==> src/rtl/fibo_index_finder.sv <==
// ============================================================================
// fibo_index_finder : walks F(0),F(1),... and reports the index matching VALUE
// Revision 1.0 - initial release
// ============================================================================
`default_nettype none

module fibo_index_finder #(
    parameter int SIZE = 4
) (
    input  logic            clk,
    input  logic            rst_n,
    input  logic            start,
    input  logic [SIZE-1:0] value,
    output logic            done,
    output logic            found,
    output logic [SIZE-1:0] index
);

    localparam int         c_aw       = SIZE + 2;
    localparam logic [1:0] c_s_idle   = 2'd0;
    localparam logic [1:0] c_s_calc   = 2'd1;
    localparam logic [1:0] c_s_finish = 2'd2;

    logic [1:0]      r_state;
    logic [1:0]      w_state_nxt;
    logic [SIZE-1:0] r_val;
    logic [c_aw-1:0] r_a;
    logic [c_aw-1:0] r_b;
    logic [SIZE-1:0] r_idx;
    logic            r_done;
    logic            r_found;
    logic [SIZE-1:0] r_index;

    logic [c_aw-1:0] w_val_ext;
    logic            w_hit;
    logic            w_over;
    logic            w_load;
    logic            w_step;
    logic            w_done_nxt;
    logic            w_found_nxt;
    logic [SIZE-1:0] w_index_nxt;

    // a never exceeds the first Fibonacci number above val, so SIZE+2 bits never wrap
    assign w_val_ext = {2'b00, r_val};
    assign w_hit     = (r_a == w_val_ext);
    assign w_over    = (r_a > w_val_ext);
    assign w_load    = start && ((r_state == c_s_idle) || (r_state == c_s_finish));
    assign w_step    = (r_state == c_s_calc) && !w_hit && !w_over;

    always_ff @(posedge clk or negedge rst_n) begin
        if (!rst_n) begin
            r_state <= c_s_idle;
        end else begin
            r_state <= w_state_nxt;
        end
    end

    always_comb begin
        w_state_nxt = r_state;
        case (r_state)
            c_s_idle:   w_state_nxt = start ? c_s_calc : c_s_idle;
            c_s_calc:   w_state_nxt = (w_hit || w_over) ? c_s_finish : c_s_calc;
            c_s_finish: w_state_nxt = start ? c_s_calc : c_s_idle;
            default:    w_state_nxt = c_s_idle;
        endcase
    end

    // Result registers only change on the edge that enters FINISH
    always_comb begin
        w_done_nxt  = (w_state_nxt == c_s_finish);
        w_found_nxt = r_found;
        w_index_nxt = r_index;
        if (r_state == c_s_calc) begin
            if (w_hit) begin
                w_found_nxt = 1'b1;
                w_index_nxt = r_idx;
            end else if (w_over) begin
                w_found_nxt = 1'b0;
                w_index_nxt = r_idx - 1'b1;
            end
        end
    end

    always_ff @(posedge clk or negedge rst_n) begin
        if (!rst_n) begin
            r_done  <= 1'b0;
            r_found <= 1'b0;
            r_index <= '0;
        end else begin
            r_done  <= w_done_nxt;
            r_found <= w_found_nxt;
            r_index <= w_index_nxt;
        end
    end

    always_ff @(posedge clk or negedge rst_n) begin
        if (!rst_n) begin
            r_val <= '0;
            r_a   <= '0;
            r_b   <= {{(c_aw-1){1'b0}}, 1'b1};
            r_idx <= '0;
        end else if (w_load) begin
            r_val <= value;
            r_a   <= '0;
            r_b   <= {{(c_aw-1){1'b0}}, 1'b1};
            r_idx <= '0;
        end else if (w_step) begin
            r_a   <= r_b;
            r_b   <= r_a + r_b;
            r_idx <= r_idx + 1'b1;
        end
    end

    assign done  = r_done;
    assign found = r_found;
    assign index = r_index;

endmodule

`default_nettype wire
==> config.mk <==
export PLATFORM = sky130hd
export DESIGN_NAME = fibo_index_finder
export DESIGN_NICKNAME = d
export VERILOG_FILES = /design/src/rtl/fibo_index_finder.sv
export SDC_FILE = /design/constraint.sdc
export NUM_CORES = 1
export LEC_CHECK = 0
export CAP_MARGIN = 40
export CORE_MARGIN = 2
export CORE_UTILIZATION = 40
export CTS_BUF_LIST = sky130_fd_sc_hd__clkbuf_8 sky130_fd_sc_hd__clkbuf_16
export DETAILED_ROUTE_END_ITERATION = 7
export GPL_TIMING_DRIVEN = 0
export HOLD_SLACK_MARGIN = 0.03
export SLEW_MARGIN = 20
export SYNTH_ARGS = -nofsm -noshare
export SYNTH_HDL_FRONTEND = slang
export SYNTH_SLANG_ARGS = --single-unit
==> constraint.sdc <==
create_clock -name clk -period 5.37 [get_ports clk]
set_input_delay 0.8055 -clock clk [delete_from_list [all_inputs] [get_ports clk]]
set_output_delay 0.8055 -clock clk [all_outputs]
set_load 0.01 [all_outputs]
; ---- Word level (Yosys, flattened, before mapping)
; Cells that the tools add are included.
[classes]
magnitude_cmp = 1
muxes = 13
add_sub_neg = 3
eq_ne = 4
reduce_logical = 12
[ops]
columns = operator, n
row1 = $mux W6, 4
row2 = $mux W4, 4
row3 = $add A6 B6 Y6, 1
row4 = $eq A6 B4 Y1, 1
row5 = $gt A6 B4 Y1, 1
row6 = $add A4 B1 Y4 const B, 1
row7 = $eq A2 B2 Y1 const B, 2
row8 = $pmux W2 S2, 1
row9 = $reduce_bool A2 Y1, 2
row10 = $sub A4 B1 Y4 const B, 1
row11 = $logic_and A1 B1 Y1, 3
row12 = $mux W1, 3
row13 = $eq A2 B1 Y1 const B, 1
row14 = $logic_not A1 Y1, 2
row15 = $logic_not A2 Y1, 1
row16 = $logic_or A1 B1 Y1, 2
row17 = $mux W2, 1
row18 = $reduce_and A2 Y1, 1
row19 = $reduce_or A2 Y1, 1
[word_totals]
inputBits = 7
register_bits = 28
out_inout_bits = 6
elab_cells = 41

; ---- Depth between registers and ports, before layout
; Gate-level depths: netlist of the first run.
[logic_depth]
depth_word = 6
ltp_mapped = 9
mapped_depth_nobuf = 8

; ---- Least setup slack after synthesis of the first run
; Ideal clock, no wire load.
[synth_timing]
kind = register to register
startpoint = register r_a[2]
endpoint = register r_idx[3]
setup_ns = 0.078
setup_slack_ns = 3.473
arrival_time_ns = 1.819
stages_incl_launch_ff = 8
t_required_ns = 5.292
period_less_slack_ns = 1.897
path_buffers = 1
path_cell_list = dfrtp_1 -> ha_1 -> o21ai_0 -> a21oi_1 -> or3_1 -> clkbuf_2 -> or3_1 -> a21oi_1
[synth_between]
elab_chain_len = 5
elab_cells_between_ends = 7
cone_classes = order compare (1) / eq/ne (1) / reduce/logical (5)
[synth_lines]
columns = item, line_no
row1 = start: declaration, 27  ; logic [c_aw-1:0] r_a;
row2 = start signal: assignment, 108  ; r_a <= r_b;
row3 = "parallel branches: the longest is 3 deep, another holds $gt A6 B4 Y1", -
row4 = $logic_and A1 B1 Y1 (*), 48  ; assign w_step = (r_state == c_s_calc) && !w_hit && !w_over;
row5 = $reduce_bool A2 Y1 (no source line) (*), -
row6 = end signal: assignment, 110  ; r_idx <= r_idx + 1'b1;
row7 = end: declaration, 29  ; logic [SIZE-1:0] r_idx;
; Mark *: on every way between the ends.
; A chain may end at the register's enable or synchronous reset.

; ---- Worst setup path after layout of the first run
[layout_timing]
startpoint = register r_a[2]
endpoint = register r_a[3]
[layout_between]
elab_chain_len = 5
elab_cells_between_ends = 7
cone_classes = order compare (1) / eq/ne (1) / reduce/logical (5)
[layout_lines]
columns = item, line_no
row1 = "parallel branches: the longest is 3 deep, another holds $gt A6 B4 Y1", -
row2 = $logic_and A1 B1 Y1 (*), 48
row3 = $reduce_bool A2 Y1 (no source line) (*), -
; Marks and branches as above.

==> results of run 1 <==
## power by group
part	switching (uW)	internal, uW
clock	60.1	51.2
sequential	58.1	295
combinational	279	202
## state kept, by name, summed over array words and instances (netlist names)
name     count
r_val        4
r_a          6
r_idx        4
index        4
r_state      2
found        1
done         1
r_b          6
## final cells by class
cell class              instances  area [um^2]
repair buffers                 12          115
flip-flops and latches         28          702
fillers                       349         1920
plain buffers                   6         25.0
clock buffers                   3         41.3
clock inverters                 1         3.75
inverters                      15         56.3
well taps                      48         60.1
multi-input cells             107          687
## how the worst max path moves through the flow
| stage | to | slack (ns) |
|---|---|---|
| after floorplan | r_idx[3] | 3.47 |
| after global placement | r_b[5] | 3.07 |
| after detailed placement | r_val[2] | 3.07 |
| after CTS | r_b[0] | 3.13 |
| after global routing | r_b[0] | 2.92 |
| final | r_a[3] | 3.18 |
## cells in the final DEF (no fill, tap or decap), types with 4 or more instances in the layout
| cell type | count |
|---|---|
| sky130_fd_sc_hd__ha_1 | 11 |
| sky130_fd_sc_hd__clkdlybuf4s50_1 | 11 |
| sky130_fd_sc_hd__dfrtp_1 | 27 |
| sky130_fd_sc_hd__nand2_1 | 26 |
| sky130_fd_sc_hd__inv_1 | 16 |
| sky130_fd_sc_hd__nor2_1 | 4 |
| sky130_fd_sc_hd__xnor2_1 | 4 |
| sky130_fd_sc_hd__nand2b_1 | 4 |
| sky130_fd_sc_hd__o21ai_0 | 20 |
| sky130_fd_sc_hd__a21oi_1 | 5 |
## stage by stage
stage,utilization,worst slack [ns],cell area [um^2]
finish,0.469,3.18,1690
global route,0.469,2.92,1690
CTS,0.469,3.13,1690
detailed placement,0.456,3.07,1650
global placement,0.458,3.07,1650
floorplan,-,3.47,1470
## kinds of logic after synthesis
kind of cell / Yosys count / synth area share
AND/OR/NAND/NOR: 50 / 0.165
AO/OA/AOI/OAI: 38 / 0.152
flip-flops: 28 / 0.477
buffers and inverters: 21 / 0.0553
adder cells (fa/ha/maj): 12 / 0.107
XOR/XNOR: 6 / 0.0357
multiplexers: 1 / 0.00681
## worst max-delay path, cell delays in order (launching register included)
cell,delay [ns]
sky130_fd_sc_hd__dfrtp_1,0.42
sky130_fd_sc_hd__ha_1,0.30
sky130_fd_sc_hd__o21ai_0,0.16
sky130_fd_sc_hd__a21oi_1,0.13
sky130_fd_sc_hd__nor3_1,0.28
sky130_fd_sc_hd__buf_2,0.27
sky130_fd_sc_hd__buf_1,0.35
sky130_fd_sc_hd__o21ai_0,0.15
## metal layers
layer	track usage	wire length, um	vias up
met5	0	0	-
met4	0.0824	66	0
met3	0.0260	63	6
met2	0.275	1360	14
met1	0.183	1220	554
li1	-	-	564
==> run_summary.xml, run 1 <==
<?xml version="1.0" encoding="UTF-8"?>
<metrics>
  <group name="floorplan">
    <metric name="floorplan.core_area" unit="mm^2">0.00361</metric>
    <metric name="chipHeight" unit="um">64.6</metric>
    <metric name="die-width" unit="um">64.6</metric>
    <metric name="floorplan.die_area" unit="mm^2">0.00418</metric>
    <metric name="io_pins" unit="">13</metric>
    <metric name="row_count" unit="">22</metric>
    <metric name="initial_utilization" unit="">0.408</metric>
  </group>
  <group name="logic_synthesis">
    <metric name="async_reset_ff_frac" unit="">1.00</metric>
    <metric name="mappedNetlistArea" unit="mm^2">0.00147</metric>
    <metric name="synth_area_leader_cell" unit="">sky130_fd_sc_hd__dfrtp_1</metric>
    <metric name="synth-seq-cells" unit="">28</metric>
    <metric name="netlist_top_cells_area" unit="">sky130_fd_sc_hd__dfrtp_1 46%, sky130_fd_sc_hd__ha_1 9.4%, sky130_fd_sc_hd__o21ai_0 6.8%</metric>
    <metric name="avgSynthCellArea" unit="um^2">9.42</metric>
    <metric name="synth.most_common_cell" unit="">sky130_fd_sc_hd__dfrtp_1</metric>
    <metric name="yosys_warnings" unit="">0</metric>
    <metric name="synth.top_cell.area_share" unit="">0.460</metric>
    <metric name="synth_fp_nets" unit="">175</metric>
    <metric name="synthCells" unit="">156</metric>
    <metric name="synth_flop_cell" unit="">sky130_fd_sc_hd__dfrtp_1</metric>
    <metric name="synth_edf_count" unit="">0</metric>
    <metric name="synth.cells.most_frequent" unit="">27 x sky130_fd_sc_hd__dfrtp_1, 26 x sky130_fd_sc_hd__nand2_1, 20 x sky130_fd_sc_hd__o21ai_0</metric>
    <metric name="yosysSeqAreaShare" unit="">0.477</metric>
    <metric name="number_of_distinct_library_cell_variants_in_the_gate_level_netlist_after_synthesis" unit="">36</metric>
  </group>
  <group name="clock_tree">
    <metric name="clock_tree_from_tritoncts" unit="">done</metric>
    <metric name="ctsRootBufferMaster" unit="">sky130_fd_sc_hd__clkbuf_8</metric>
    <metric name="htree_levels" unit="">1</metric>
    <metric name="worstSkewPairLatency" unit="ns">0.27</metric>
    <metric name="cts-resized-gates" unit="">0</metric>
    <metric name="numCtsBuffers" unit="">3</metric>
    <metric name="cts.sinks" unit="">28</metric>
    <metric name="ctsLongestPathBuffers" unit="">2</metric>
    <metric name="holdBufCountCts" unit="">0</metric>
    <metric name="post_cts_buffers" unit="">0</metric>
    <metric name="cts.reportedPaths.clkPinSlew" unit="ns">0.09</metric>
  </group>
  <group name="timing">
    <metric name="totalNegativeSetupSlack" unit="ns">0</metric>
    <metric name="min_period" unit="ns">2.19</metric>
    <metric name="max-slew-margin-rel" unit="">0.595</metric>
    <metric name="fin_crit_sh" unit="">0.408</metric>
    <metric name="tightest_slew" unit="ns">0.608</metric>
    <metric name="final.setup_skew" unit="ns">0.00825</metric>
    <metric name="maxSlewViolCount" unit="">0</metric>
    <metric name="final.hold.worst_slack" unit="ns">0.488</metric>
    <metric name="setup-violations-final" unit="">0</metric>
    <metric name="fmax" unit="MHz">456</metric>
    <metric name="hold_viol_final" unit="">0</metric>
    <metric name="rsz_0062_raised_after_global_routing" unit="">false</metric>
  </group>
  <group name="outcome">
    <metric name="outcome" unit="">finished clean</metric>
  </group>
  <group name="placed_design">
    <metric name="numPortBuffers" unit="">12</metric>
    <metric name="dpl.cell_count" unit="">216</metric>
    <metric name="detailedPlacementHpwl" unit="um">2100</metric>
    <metric name="place.gp.congestion" unit="">0.892</metric>
  </group>
  <group name="route">
    <metric name="drtAntennaViolNets" unit="">0</metric>
    <metric name="route.final.wire_length" unit="um">2700</metric>
    <metric name="vias_per_cell" unit="">5.17</metric>
    <metric name="drc_errors" unit="">0</metric>
    <metric name="via_count" unit="">1138</metric>
    <metric name="detailedRoute.firstPassIterationCount" unit="">4</metric>
    <metric name="avgRoutedWirePerCell" unit="um">12.3</metric>
    <metric name="dr.first_iter.drc_count" unit="">38</metric>
  </group>
  <group name="pwr">
    <metric name="power.ir.vdd_worst" unit="mV">0.139</metric>
    <metric name="totalPowerFinal" unit="uW">945</metric>
    <metric name="power.density_cell_area" unit="mW/mm^2">559</metric>
    <metric name="power.static_leakage" unit="uW">0.000806</metric>
  </group>
  <group name="global_route">
    <metric name="first_global_vias" unit="">1119</metric>
    <metric name="globalRouteTotalUtil" unit="">0.157</metric>
    <metric name="wire_length_of_the_first_global_routing_pass" unit="um">4970</metric>
    <metric name="number_of_antenna_violations_at_the_first_check_in_global_routing" unit="">0</metric>
    <metric name="grt_max_degree" unit="">29</metric>
    <metric name="grt-ovfl-total" unit="">0</metric>
  </group>
  <group name="setup_path">
    <metric name="reg2reg_from" unit="">r_a[2]</metric>
    <metric name="critical_path_required" unit="ns">5.51</metric>
    <metric name="r2r_slack" unit="ns">3.18</metric>
    <metric name="path_max_fanout" unit="">10</metric>
    <metric name="crit_path_end_kind" unit="">flop</metric>
    <metric name="criticalPathCategory" unit="">flop to flop</metric>
    <metric name="worstReg2RegEnd" unit="">r_a[3]</metric>
    <metric name="worst_ep_arrival_time" unit="ns">2.33</metric>
    <metric name="timing.critical_path.from" unit="">r_a[2]</metric>
    <metric name="startpoint_type" unit="">flop</metric>
    <metric name="r2r.worst_path.cells" unit="">7</metric>
  </group>
  <group name="min_path">
    <metric name="hold_class" unit="">flop to flop</metric>
    <metric name="worstHoldEndpoint" unit="">index[0]</metric>
    <metric name="hold_startpoint" unit="">index[0]</metric>
    <metric name="whs_path_depth" unit="">2</metric>
  </group>
  <group name="finish">
    <metric name="antennaDiodeCount" unit="">0</metric>
    <metric name="design.final.nets" unit="">192</metric>
    <metric name="drive_gt1_frac" unit="">0.0581</metric>
    <metric name="final_cells" unit="">220</metric>
    <metric name="area_growth_syn_to_layout" unit="%">15.0</metric>
  </group>
  <group name="run">
    <metric name="max_cap_viol_count" unit="">0</metric>
  </group>
</metrics>
Power figures use the tool's default switching activity.
==> run 2, diff against run 1 <==
- clock period: 5.37 -> 2 ns (I/O delays scaled with it)
==> run 2 against run 1 <==
Net effect:
- hold slack got worse by 0.46 ns
- combinational power rose to 3.3 times the previous value
- non-clock buffer count grew 2
- sequential cell count unchanged
- sequential power rose to 2.8 times the previous value
- critical path depth unchanged
- die area did not move
- highest routed layer unchanged
==> run_summary.xml, run 2 (synthesized netlist as in run 1, its figures left out) <==
<?xml version="1.0" encoding="UTF-8"?>
<metrics>
  <group name="setup_path">
    <metric name="crit_slowest_cell" unit="">sky130_fd_sc_hd__dfrtp_1</metric>
    <metric name="crit_path_end_kind" unit="">flop</metric>
    <metric name="cp.depth" unit="">7</metric>
    <metric name="path_max_fanout" unit="">4</metric>
    <metric name="cpPeakStageDelay" unit="ns">0.43</metric>
    <metric name="path_delay_family" unit="">simple AND/OR/NAND/NOR gates</metric>
    <metric name="critical_path_required" unit="ns">2.19</metric>
    <metric name="worst_ep_arrival_time" unit="ns">2.15</metric>
    <metric name="r2r.worst_path.cells" unit="">7</metric>
    <metric name="crit_path_cells" unit="">inv_2 &gt; ha_4 &gt; nand4_1 &gt; nand2_2 &gt; or3_4 &gt; or3_1 &gt; a21oi_1</metric>
    <metric name="startpoint_type" unit="">flop</metric>
    <metric name="worstPathBufferInverterCount" unit="">1</metric>
    <metric name="criticalPathCategory" unit="">flop to flop</metric>
  </group>
  <group name="min_path">
    <metric name="hold_class" unit="">input pin to asynchronous set/reset pin</metric>
  </group>
  <group name="route">
    <metric name="drc_errors" unit="">0</metric>
    <metric name="avgRoutedWirePerCell" unit="um">13.7</metric>
    <metric name="route.final.wire_length" unit="um">3050</metric>
    <metric name="via_count" unit="">1175</metric>
    <metric name="vias_per_cell" unit="">5.29</metric>
    <metric name="detailedRoute.firstPassIterationCount" unit="">4</metric>
    <metric name="drtAntennaViolNets" unit="">0</metric>
    <metric name="dr.first_iter.drc_count" unit="">47</metric>
  </group>
  <group name="outcome">
    <metric name="outcome" unit="">finished clean</metric>
  </group>
  <group name="placed_design">
    <metric name="place_ws" unit="ns">-0.214</metric>
    <metric name="place.gp.congestion" unit="">0.892</metric>
    <metric name="detailedPlacementHpwl" unit="um">2100</metric>
    <metric name="dpl.cell_count" unit="">216</metric>
    <metric name="numPortBuffers" unit="">12</metric>
  </group>
  <group name="clock_tree">
    <metric name="ctsRootBufferMaster" unit="">sky130_fd_sc_hd__clkbuf_8</metric>
    <metric name="cts.reportedPaths.clkPinSlew" unit="ns">0.10</metric>
    <metric name="worstSkewPairLatency" unit="ns">0.27</metric>
    <metric name="clock_tree_from_tritoncts" unit="">done</metric>
    <metric name="htree_levels" unit="">1</metric>
    <metric name="holdBufCountCts" unit="">0</metric>
    <metric name="cts.sinks" unit="">28</metric>
    <metric name="ctsLongestPathBuffers" unit="">2</metric>
    <metric name="numCtsBuffers" unit="">3</metric>
  </group>
  <group name="floorplan">
    <metric name="chipHeight" unit="um">64.6</metric>
    <metric name="floorplan.die_area" unit="mm^2">0.00418</metric>
    <metric name="row_count" unit="">22</metric>
    <metric name="floorplan.core_area" unit="mm^2">0.00361</metric>
    <metric name="io_pins" unit="">13</metric>
    <metric name="die-width" unit="um">64.6</metric>
    <metric name="initial_utilization" unit="">0.408</metric>
  </group>
  <group name="finish">
    <metric name="seq_area" unit="um^2">706</metric>
    <metric name="area_growth_syn_to_layout" unit="%">25.7</metric>
    <metric name="final_standard_cell_utilization_of_the_core" unit="">0.512</metric>
    <metric name="design.final.nets" unit="">194</metric>
    <metric name="mostFrequentLayoutCells" unit="">24 x sky130_fd_sc_hd__nand2_1, 24 x sky130_fd_sc_hd__dfrtp_1, 18 x sky130_fd_sc_hd__o21ai_0</metric>
    <metric name="final_cells" unit="">222</metric>
    <metric name="biggestRegsByFlops" unit="">r_a: 6 flops, r_b: 6 flops</metric>
    <metric name="fill_cells" unit="">319</metric>
    <metric name="drive_gt1_frac" unit="">0.184</metric>
    <metric name="multiInputGateArea" unit="um^2">817</metric>
    <metric name="antennaDiodeCount" unit="">0</metric>
  </group>
  <group name="global_route">
    <metric name="grt-ovfl-total" unit="">0</metric>
    <metric name="number_of_antenna_violations_at_the_first_check_in_global_routing" unit="">0</metric>
    <metric name="globalRouteTotalUtil" unit="">0.161</metric>
    <metric name="wire_length_of_the_first_global_routing_pass" unit="um">5130</metric>
    <metric name="grt_max_degree" unit="">29</metric>
    <metric name="first_global_vias" unit="">1145</metric>
  </group>
  <group name="timing">
    <metric name="hold_viol_final" unit="">0</metric>
    <metric name="fin_crit_sh" unit="">0.977</metric>
    <metric name="final.setup_skew" unit="ns">0.00943</metric>
    <metric name="setup-violations-final" unit="">0</metric>
    <metric name="fin_ws" unit="ns">0.0457</metric>
    <metric name="min_period" unit="ns">1.95</metric>
    <metric name="max-slew-margin-rel" unit="">0.594</metric>
    <metric name="totalNegativeSetupSlack" unit="ns">0</metric>
    <metric name="maxSlewViolCount" unit="">0</metric>
    <metric name="fmax" unit="MHz">512</metric>
    <metric name="tightest_slew" unit="ns">0.609</metric>
  </group>
  <group name="pwr">
    <metric name="power.density_cell_area" unit="mW/mm^2">1570</metric>
    <metric name="totalPowerFinal" unit="uW">2900</metric>
    <metric name="portion_of_total_power_attributed_to_combinational_logic" unit="">0.553</metric>
    <metric name="clock_power_share" unit="">0.105</metric>
    <metric name="seqPwrFrac" unit="">0.342</metric>
    <metric name="power.ir.vdd_worst" unit="mV">0.364</metric>
    <metric name="power.static_leakage" unit="uW">0.000821</metric>
    <metric name="power_switching_share" unit="">0.423</metric>
    <metric name="internal-power" unit="uW">1670</metric>
    <metric name="net-switching-power" unit="uW">1230</metric>
  </group>
  <group name="run">
    <metric name="max_cap_viol_count" unit="">0</metric>
  </group>
</metrics>
-- run 2: repair_timing --
action	in CTS	in global routing
endpoints found under the hold margin	0	0
resized for setup	4	23
pin swaps	2	4
setup endpoints to repair	10	14
setup buffers	3	0
-- run 2: layout make-up --
type,instances,share of cell area
tap,48,0.0325
buffer,5,0.0142
multi-input combinational,107,0.442
inverter,15,0.0305
timing repair buffer,15,0.0745
clock buffer,3,0.0223
sequential,28,0.382
clock inverter,1,0.00203
-- run 2: layer usage --
| metal | GRT usage | share of wire | vias to the layer above |
|---|---|---|---|
| met5 | 0 | 0 | - |
| met2 | 0.279 | 0.52 | 14 |
| met1 | 0.188 | 0.44 | 589 |
| met3 | 0.0260 | 0.022 | 4 |
| met4 | 0.0931 | 0.014 | 0 |
| li1 | - | - | 568 |
-- run 2: worst paths after layout --
path                           from  endpoint  slack [ns]
max reg2reg                  r_a[0]  r_idx[3]        0.05
min                           rst_n     found        0.03
min in group clk           index[2]  index[2]        0.49
max in group asynchronous     rst_n    r_a[3]        1.53
min reg2reg                index[2]  index[2]        0.49
max                          r_a[0]  r_idx[3]        0.05
-- run 2: power by group through the flow --
stage / Sequential, uW / Combinational, uW / Clock [uW]
detailed placement: 960 / 1310 / 0
CTS: 947 / 1410 / 313
finish: 992 / 1600 / 305
global route: 1020 / 1800 / 338
floorplan: 943 / 918 / 0
global placement: 944 / 1280 / 0
-- run 2: worst reg2reg max path, stage by stage, from the launching register on --
cell and delay, ns:
sky130_fd_sc_hd__dfrtp_1 0.43, sky130_fd_sc_hd__inv_2 0.09, sky130_fd_sc_hd__ha_4 0.19, sky130_fd_sc_hd__nand4_1 0.16, sky130_fd_sc_hd__nand2_2 0.12, sky130_fd_sc_hd__or3_4 0.41
sky130_fd_sc_hd__or3_1 0.35, sky130_fd_sc_hd__a21oi_1 0.12
-- run 2: through the flow --
step                hold WS, ns  instance area (um^2)
finish                   0.0270                  1850
global route             0.0775                  1850
CTS                      0.0526                  1720
detailed placement        0.350                  1650
global placement          0.462                  1650
floorplan               0.00441                  1470
==> run 3, diff against run 2 <==
- ABC_CLOCK_PERIOD_IN_PS: unset -> 2000
==> results of run 3 <==
Same layout as run 2: the final DEF is identical, and so are final timing and power.
